## src/rtl/window_stats_tracker.sv

```systemverilog
// Per-window min/max/exact-sum tracker over a signed 8-bit sample stream.
// Completed records go through a 2-entry FIFO with valid/ready; overflow records are counted.
module window_stats_tracker #(
  parameter  int WINDOW = 16,
  localparam int SUM_W  = 8 + $clog2(WINDOW)
) (
  input  logic             clk,
  input  logic             rst,
  input  logic             en,
  input  logic             in_valid,
  input  logic [7:0]       in_sample,
  output logic             out_valid,
  input  logic             out_ready,
  output logic [7:0]       out_min,
  output logic [7:0]       out_max,
  output logic [SUM_W-1:0] out_sum,
  output logic [7:0]       drop_count,
  output logic [1:0]       dbg_state
);

  localparam int CNT_W = (WINDOW > 1) ? $clog2(WINDOW) : 1;

  // Handshake: a record moves to the consumer on a rising edge where
  // en && out_valid && out_ready; out_valid never depends on out_ready.
  typedef enum logic [1:0] {
    S_EMPTY = 2'd0,
    S_ONE   = 2'd1,
    S_FULL  = 2'd2
  } buf_state_t;

  buf_state_t       r_state;
  logic [CNT_W-1:0] r_cnt;
  logic [7:0]       r_min_acc;
  logic [7:0]       r_max_acc;
  logic [SUM_W-1:0] r_sum_acc;

  // Head entry doubles as the output register so fields hold after the last pop.
  logic [7:0]       r_head_min;
  logic [7:0]       r_head_max;
  logic [SUM_W-1:0] r_head_sum;
  logic [7:0]       r_tail_min;
  logic [7:0]       r_tail_max;
  logic [SUM_W-1:0] r_tail_sum;
  logic [7:0]       r_drop_count;

  logic             w_accept;
  logic             w_first;
  logic             w_last;
  logic             w_complete;
  logic             w_pop;
  logic             w_push;
  logic             w_drop;
  logic [SUM_W-1:0] w_sample_ext;
  logic [7:0]       w_new_min;
  logic [7:0]       w_new_max;
  logic [SUM_W-1:0] w_new_sum;

  assign w_accept     = en && in_valid;
  assign w_first      = (r_cnt == '0);
  assign w_last       = (r_cnt == CNT_W'(WINDOW - 1));
  assign w_complete   = w_accept && w_last;
  assign w_sample_ext = {{(SUM_W-8){in_sample[7]}}, in_sample};

  always_comb begin
    w_new_min = in_sample;
    w_new_max = in_sample;
    w_new_sum = w_sample_ext;
    if (!w_first) begin
      w_new_min = ($signed(in_sample) < $signed(r_min_acc)) ? in_sample : r_min_acc;
      w_new_max = ($signed(in_sample) > $signed(r_max_acc)) ? in_sample : r_max_acc;
      w_new_sum = r_sum_acc + w_sample_ext;
    end
  end

  assign w_pop  = en && (r_state != S_EMPTY) && out_ready;
  assign w_push = w_complete && ((r_state != S_FULL) || w_pop);
  assign w_drop = w_complete && !w_push;

  always_ff @(posedge clk) begin
    if (rst) begin
      r_cnt     <= '0;
      r_min_acc <= '0;
      r_max_acc <= '0;
      r_sum_acc <= '0;
    end else if (w_accept) begin
      r_min_acc <= w_new_min;
      r_max_acc <= w_new_max;
      r_sum_acc <= w_new_sum;
      r_cnt     <= w_last ? '0 : r_cnt + CNT_W'(1);
    end
  end

  always_ff @(posedge clk) begin
    if (rst) begin
      r_state    <= S_EMPTY;
      r_head_min <= '0;
      r_head_max <= '0;
      r_head_sum <= '0;
      r_tail_min <= '0;
      r_tail_max <= '0;
      r_tail_sum <= '0;
    end else begin
      case (r_state)
        S_EMPTY: begin
          if (w_push) begin
            r_head_min <= w_new_min;
            r_head_max <= w_new_max;
            r_head_sum <= w_new_sum;
            r_state    <= S_ONE;
          end
        end
        S_ONE: begin
          if (w_push && w_pop) begin
            r_head_min <= w_new_min;
            r_head_max <= w_new_max;
            r_head_sum <= w_new_sum;
          end else if (w_push) begin
            r_tail_min <= w_new_min;
            r_tail_max <= w_new_max;
            r_tail_sum <= w_new_sum;
            r_state    <= S_FULL;
          end else if (w_pop) begin
            r_state    <= S_EMPTY;
          end
        end
        S_FULL: begin
          if (w_pop) begin
            r_head_min <= r_tail_min;
            r_head_max <= r_tail_max;
            r_head_sum <= r_tail_sum;
            if (w_push) begin
              r_tail_min <= w_new_min;
              r_tail_max <= w_new_max;
              r_tail_sum <= w_new_sum;
            end else begin
              r_state <= S_ONE;
            end
          end
        end
        default: r_state <= S_EMPTY;
      endcase
    end
  end

  always_ff @(posedge clk) begin
    if (rst) begin
      r_drop_count <= '0;
    end else if (w_drop && (r_drop_count != 8'd255)) begin
      r_drop_count <= r_drop_count + 8'd1;
    end
  end

  assign out_valid  = (r_state != S_EMPTY);
  assign out_min    = r_head_min;
  assign out_max    = r_head_max;
  assign out_sum    = r_head_sum;
  assign drop_count = r_drop_count;
  assign dbg_state  = r_state;

endmodule

```

## config.mk

```make
export PLATFORM = sky130hd
export DESIGN_NAME = window_stats_tracker
export DESIGN_NICKNAME = d
export VERILOG_FILES = /design/src/rtl/window_stats_tracker.sv
export SDC_FILE = /design/constraint.sdc
export NUM_CORES = 1
export LEC_CHECK = 0
export BUFFER_PORTS_ARGS = -buffer_cell sky130_fd_sc_hd__buf_2
export CAP_MARGIN = 10
export CORE_MARGIN = 3
export CORE_UTILIZATION = 62
export CTS_BUF_LIST = sky130_fd_sc_hd__clkbuf_8
export CTS_CLUSTER_SIZE = 28
export DETAILED_ROUTE_END_ITERATION = 16
export PLACE_DENSITY = 0.83
export SKIP_LAST_GASP = 1
export SLEW_MARGIN = 15
export SYNTH_ARGS = -nofsm -noshare
export SYNTH_HDL_FRONTEND = slang
export SYNTH_SLANG_ARGS = --single-unit
```

## constraint.sdc

```tcl
create_clock -name clk -period 2.6 [get_ports clk]
set_input_delay 0.13 -clock clk [delete_from_list [all_inputs] [get_ports clk]]
set_output_delay 0.13 -clock clk [all_outputs]
set_load 0.01 [all_outputs]
```

==> results of run 1 <==
==> state kept, by name, summed over array words and instances (netlist names) <==
register	flops
r_cnt	4
r_tail_max	8
r_sum_acc	12
out_min	8
r_tail_sum	12
r_max_acc	8
r_tail_min	8
dbg_state	2
out_sum	12
out_max	8
drop_count	8
r_min_acc	8
==> worst paths after layout <==
path	endpoint	cells past startpoint	slack (ns)
worst max register to register	r_tail_max[0]	9	0.03
worst max-delay path	r_tail_max[0]	9	0.03
worst min register to register	out_sum[9]	2	0.46
worst min-delay path	r_max_acc[0]	3	0.13
==> power groups by stage <==
stage	logic, mW	registers [mW]	clock network, mW
6_report	0.529	1.56	0.990
3_5_place_dp	0.508	1.59	0
4_1_cts	0.513	1.56	0.992
5_1_grt	0.578	1.56	1.05
2_1_floorplan	0.362	1.58	0
3_3_place_gp	0.485	1.59	0
==> per-layer routing <==
metal  up-vias  track usage, %  wire (um)
met5         -               0          0
met4         0           11.87        331
met3        32           3.576       1297
met2       269           45.40       6632
met1      2456           40.70       6188
li1       2525               -          -
==> worst max-delay path, stage by stage (launching register included) <==
cell      delay (ns)
dfxtp_1         0.39
inv_1           0.06
ha_1            0.32
a21o_1          0.20
a211oi_1        0.27
nand2_1         0.09
a31oi_1         0.36
o21ai_4         0.20
mux2i_1         0.41
a211oi_1        0.14
==> metrics by stage <==
| step | utilization [%] | setup TNS, ns |
|---|---|---|
| final | 72.68 | 0 |
| after global routing | 72.68 | -0.8495 |
| after CTS | 72.59 | 0 |
| after detailed placement | 70.21 | 0 |
| after global placement | 70.21 | 0 |
| after floorplan | - | 0 |
==> kinds of logic after synthesis <==
family | count (synthesis)
AOI/OAI and AO/OA | 214
and+or+nand+nor | 226
adders and majority gates | 30
muxes | 28
buffers and inverters | 67
xor gates and xnor gates | 14
DFF | 98
==> area by class of cell <==
cell class | instances | area (um^2)
Multi-Input combinational cell | 512 | 3202
Fill cell | 646 | 2278
Sequential cell | 98 | 1962
Timing Repair Buffer | 80 | 485.5
Clock buffer | 10 | 137.6
Tap cell | 105 | 131.4
Inverter | 22 | 82.58
Clock inverter | 6 | 61.31
==> cells in the final DEF, fill, tap and decap left out, types with 2 or more instances in the layout <==
cell and instances:
a31oi_1 2, nor3_1 20, mux2i_1 28, dfxtp_1 98, inv_1 22, nand2b_1 5
a21oi_1 79, o22a_1 2, xor2_1 7, and3_1 5, buf_2 51, or4_1 2
o211ai_1 4, nor2b_1 6, and2_1 6, a21o_1 7, o21a_1 2, nand2_1 43
o21ai_1 2, ha_1 29, clkinv_4 2, nand3b_1 8, xnor2_1 7, buf_4 28
o22ai_1 7, nor2_1 103, nand4_1 6, clkbuf_8 10, or3_1 4, o21ai_0 39
a211oi_1 39, a311oi_1 14, nand3_1 6, a21oi_2 2, nor4_1 2
==> out/results.ini, run 1 <==
[run_status]
outcome=finished clean

[clock_network]
postCtsSetupBuffers=0
cts_buffers=9
cts-root-buf=clkbuf_8
cts_buffer_depth=2
clock_sinks=98
htree_levels=3
ctsResizeCount=0
cts_tree=done
clk_latency_ns=0.37
postCtsHoldBufs=0
path_clk_slew_ns=0.11

[synth]
synth_top_family_by_area=compound AO/OA/AOI/OAI gates
ys_async_sr_fraction_pct=0
ys_types=59
synth_seq_area_share_pct=36.20
synth_top_area_share_pct=36.20
yosys.area_share.xor_xnor_pct=2.262
syn_nets=720
synth_area_mm2=0.005420
synth_fa_ha_area_share_pct=7.064
yosysTopAreaCell=dfxtp_1
synth_area_leaders=dfxtp_1 36%, a21oi_1 7.3%, nor2_1 7.1%
synthMuxAreaShare_pct=5.171
yosys_warnings=0
synthCells=677
yosys.area_share.simple_pct=19.41
ys.flop_type=dfxtp_1
ys_ff_latch=98
yosysMostFrequentCell=nor2_1
synth-edff-count=0
synth_compound_area_share_pct=25.00
syn_avg_cell_area_um2=8.006
synth_commonest_cells=103 x nor2_1, 98 x dfxtp_1, 79 x a21oi_1, 43 x nand2_1

[power]
p_comb_share_pct=17.2
p_sw_share_pct=30.78
power_mw=3.079
power.internal_mw=2.131
p_per_area_mw_per_mm2=507.9
ir_drop_uv=313.6
seq_power_share_pct=50.7
p_switching_uw=947.6
p_clk_share_pct=32.1
leakage_nw=2.486

[critical_path]
cp-end-kind=flop
start_kind=flop
arrival_ns=2.79
r2r-start=r_max_acc[5]
worst-path-max-fanout=8
crit_type=flop to flop
required_ns=2.83
critPathLaunch=r_max_acc[5]

[timing]
worstMarginPinSlew_ns=1.004
slew_headroom_pct=32.62
final_max_slew_viol_count=0
finalSetupViolations=0
min_period_ns=2.569
finalHoldViolCount=0
setup_slack_ns=0.03136
finalClockSkew_ns=0.01282
clock.fmax_mhz=389.3
finalCritPeriodShare_pct=98.79
rsz0062_at_grt=yes
whs_ns=0.1314

[grt]
grt_usage_pct=29.01
grt-ovfl-total=0
grt_pass1_vias=4906
grt_antenna_before_repair=0
grt_max_degree=56
grt_first_pass_wirelength_um=23450

[floorplanning]
die_x_um=99.50
fp-row-count=33
core_area_mm2=0.008341
die-area_mm2=0.009900
start_util_pct=64.99
fp.dieH_um=99.50
io_pins=52

[hold_path]
hp-class=input pin to flop
hold_start=in_sample[0]

[route]
num_vias=5282
drt-initial-drc-count=428
drc=0
routed_wl_um=14450
drtAntennaViolNets=0
wl_per_cell_um=17.35
viasPerCell=6.341
drt_pass1_iterations=6

[final_layout]
antenna_cells=0
nNetsFinal=766
drive_gt1_share_pct=14.70
final_cells=833
design_area_mm2=0.006062
areaGrowthSynthToFinish_pct=11.84

[placement]
placed_area_mm2=0.005856
dpl.hpwl_um=10180
placed_cells=817
pre_cts_ws_ns=0.1531
gp_congestion=0.8686
port_buffers=51

[run]
cap_violations=0

No activity file was read; power rests on OpenSTA's default activity.
==> inputs of run 2 (changes only) <==
--- a/config.mk
+++ b/config.mk
@@ -5,6 +5,7 @@
 export SDC_FILE = /design/constraint.sdc
 export NUM_CORES = 1
 export LEC_CHECK = 0
+export ABC_CLOCK_PERIOD_IN_PS = 2600
 export BUFFER_PORTS_ARGS = -buffer_cell sky130_fd_sc_hd__buf_2
 export CAP_MARGIN = 10
 export CORE_MARGIN = 3
@@ -12,7 +13,7 @@
 export CTS_BUF_LIST = sky130_fd_sc_hd__clkbuf_8
 export CTS_CLUSTER_SIZE = 28
 export DETAILED_ROUTE_END_ITERATION = 16
-export PLACE_DENSITY = 0.83
+export PLACE_DENSITY = 0.86
 export SKIP_LAST_GASP = 1
 export SLEW_MARGIN = 15
 export SYNTH_ARGS = -nofsm -noshare
==> out/results.ini, run 2 (same netlist as run 1, synthesis figures left out) <==
[run_status]
outcome=finished clean

[placement]
dpl.hpwl_um=10220
placed_cells=818
port_buffers=51
placed_area_mm2=0.005876
gp_congestion=0.9020
pre_cts_ws_ns=0.06845

[floorplanning]
die_x_um=99.50
start_util_pct=64.99
core_area_mm2=0.008341
fp-row-count=33
io_pins=52
fp.dieH_um=99.50
die-area_mm2=0.009900

[final_layout]
drive_gt1_share_pct=15.36
final_cells=834
layout_commonest_cell=nor2_1
areaGrowthSynthToFinish_pct=12.03
antenna_cells=0
layout_common_cells=103 x nor2_1, 97 x dfxtp_1, 79 x a21oi_1
nNetsFinal=767
design_area_mm2=0.006072

[clock_network]
htree_levels=3
path_clk_slew_ns=0.10
clk_latency_ns=0.38
cts-root-buf=clkbuf_8
cts_buffer_depth=2
cts_buffers=9
clock_sinks=98
cts_tree=done

[route]
viasPerCell=6.361
drc=0
drt_pass1_iterations=5
drtAntennaViolNets=0
routed_wl_um=14480
wl_per_cell_um=17.36
drt-initial-drc-count=423
num_vias=5305

[power]
seq_power_share_pct=51.1
p_comb_share_pct=17.3
power.internal_mw=2.102
p_switching_uw=949.7
p_per_area_mw_per_mm2=502.6
p_sw_share_pct=31.12
p_clk_share_pct=31.6
ir_drop_uv=300.2
leakage_nw=2.475

[grt]
grt_antenna_before_repair=0
grt_first_pass_wirelength_um=23770
grt_usage_pct=29.40
grt_pass1_vias=4926
grt-ovfl-total=0
grt_max_degree=41

[critical_path]
required_ns=2.86
crit_top_cell=nand2_1
crit_type=flop to flop
ff2ff_setup_slack_ns=0.05
cp_num_buf_inv=1
start_kind=flop
cp-end-kind=flop
r2r_cells=9
r2r-start=r_max_acc[7]
max_stage_delay_ns=0.57
timing.critical_path.cells=inv_1 > ha_1 > and4_1 > nand2_1 > nand2_1 > a31oi_1 > o21ai_2 > mux2i_1 > a311oi_1
arrival_ns=2.81
cp_slowest_cell=o21ai_2
timing.rr.end=out_max[0]
worst_path_dominant_cell_family=compound AO/OA/AOI/OAI gates
worst-path-max-fanout=8

[run]
cap_violations=0

[hold_path]
hp-class=input pin to flop
min_to=r_max_acc[0]
whs_path_depth=3
hold_start=in_sample[0]

[timing]
finalClockSkew_ns=0.01227
setup_slack_ns=0.04677
finalHoldViolCount=0
finalSetupViolations=0
worstMarginPinSlew_ns=1.016
finalCritPeriodShare_pct=98.20
min_period_ns=2.553
final_max_slew_viol_count=0
fin_setup_tns_ns=0
rsz0062_at_grt=yes
clock.fmax_mhz=391.7
slew_headroom_pct=31.88

run 2: power groups by stage:
stage	Sequential, mW	Clock (mW)	Combinational [mW]
after floorplan	1.58	0	0.362
after global placement	1.59	0	0.483
after detailed placement	1.59	0	0.505
after CTS	1.56	0.966	0.512
after global routing	1.56	1.02	0.578
final	1.56	0.965	0.527
run 2: repair_timing:
item	CTS	global route
setup endpoints to repair	0	21
hold buffers	0	0
hold endpoints to repair	0	0
resized for setup	0	5
setup buffers	0	0
run 2: stage by stage:
| step | hold WS [ns] | power (mW) | utilization [%] |
|---|---|---|---|
| final | 0.1253 | 3.052 | 72.80 |
| after global routing | 0.1878 | 3.158 | 72.80 |
| after CTS | 0.1215 | 3.035 | 72.67 |
| after detailed placement | 0.4435 | 2.096 | 70.45 |
| after global placement | 0.4413 | 2.071 | 70.45 |
| after floorplan | 0.2739 | 1.945 | - |
run 2: how the worst max path moves through the flow:
stage	startpoint	to	slack [ns]	cells after the start
5_1_grt	r_max_acc[5]	out_max[2]	-0.07	9
2_1_floorplan	r_min_acc[6]	out_min[7]	0.32	9
3_3_place_gp	r_sum_acc[4]	r_tail_sum[11]	0.19	9
4_1_cts	r_max_acc[5]	out_max[1]	0.05	9
3_5_place_dp	r_max_acc[5]	out_max[1]	0.07	9
6_report	r_max_acc[7]	out_max[0]	0.05	9
run 2: area by class of cell:
| class | instances | area [um^2] |
|---|---|---|
| clock buffer | 9 | 123.9 |
| clock inverter | 7 | 61.31 |
| fill | 622 | 2268 |
| inverter | 22 | 82.58 |
| multi-input combinational | 512 | 3204 |
| sequential | 98 | 1963 |
| tap | 105 | 131.4 |
| timing repair buffer | 81 | 505.5 |
run 2: worst register-to-register path: stages, from the launching register on:
cell	delay, ns
dfxtp_1	0.38
inv_1	0.06
ha_1	0.33
and4_1	0.24
nand2_1	0.06
nand2_1	0.06
a31oi_1	0.07
o21ai_2	0.57
mux2i_1	0.51
a311oi_1	0.16
run 2: layer usage:
layer | routed length (um) | track usage [%] | part of all wire (%)
met5 | 0 | 0 | 0
met4 | 272 | 9.454 | 1.9
met3 | 1225 | 4.348 | 8.5
met2 | 6760 | 47.47 | 47
met1 | 6223 | 40.58 | 43
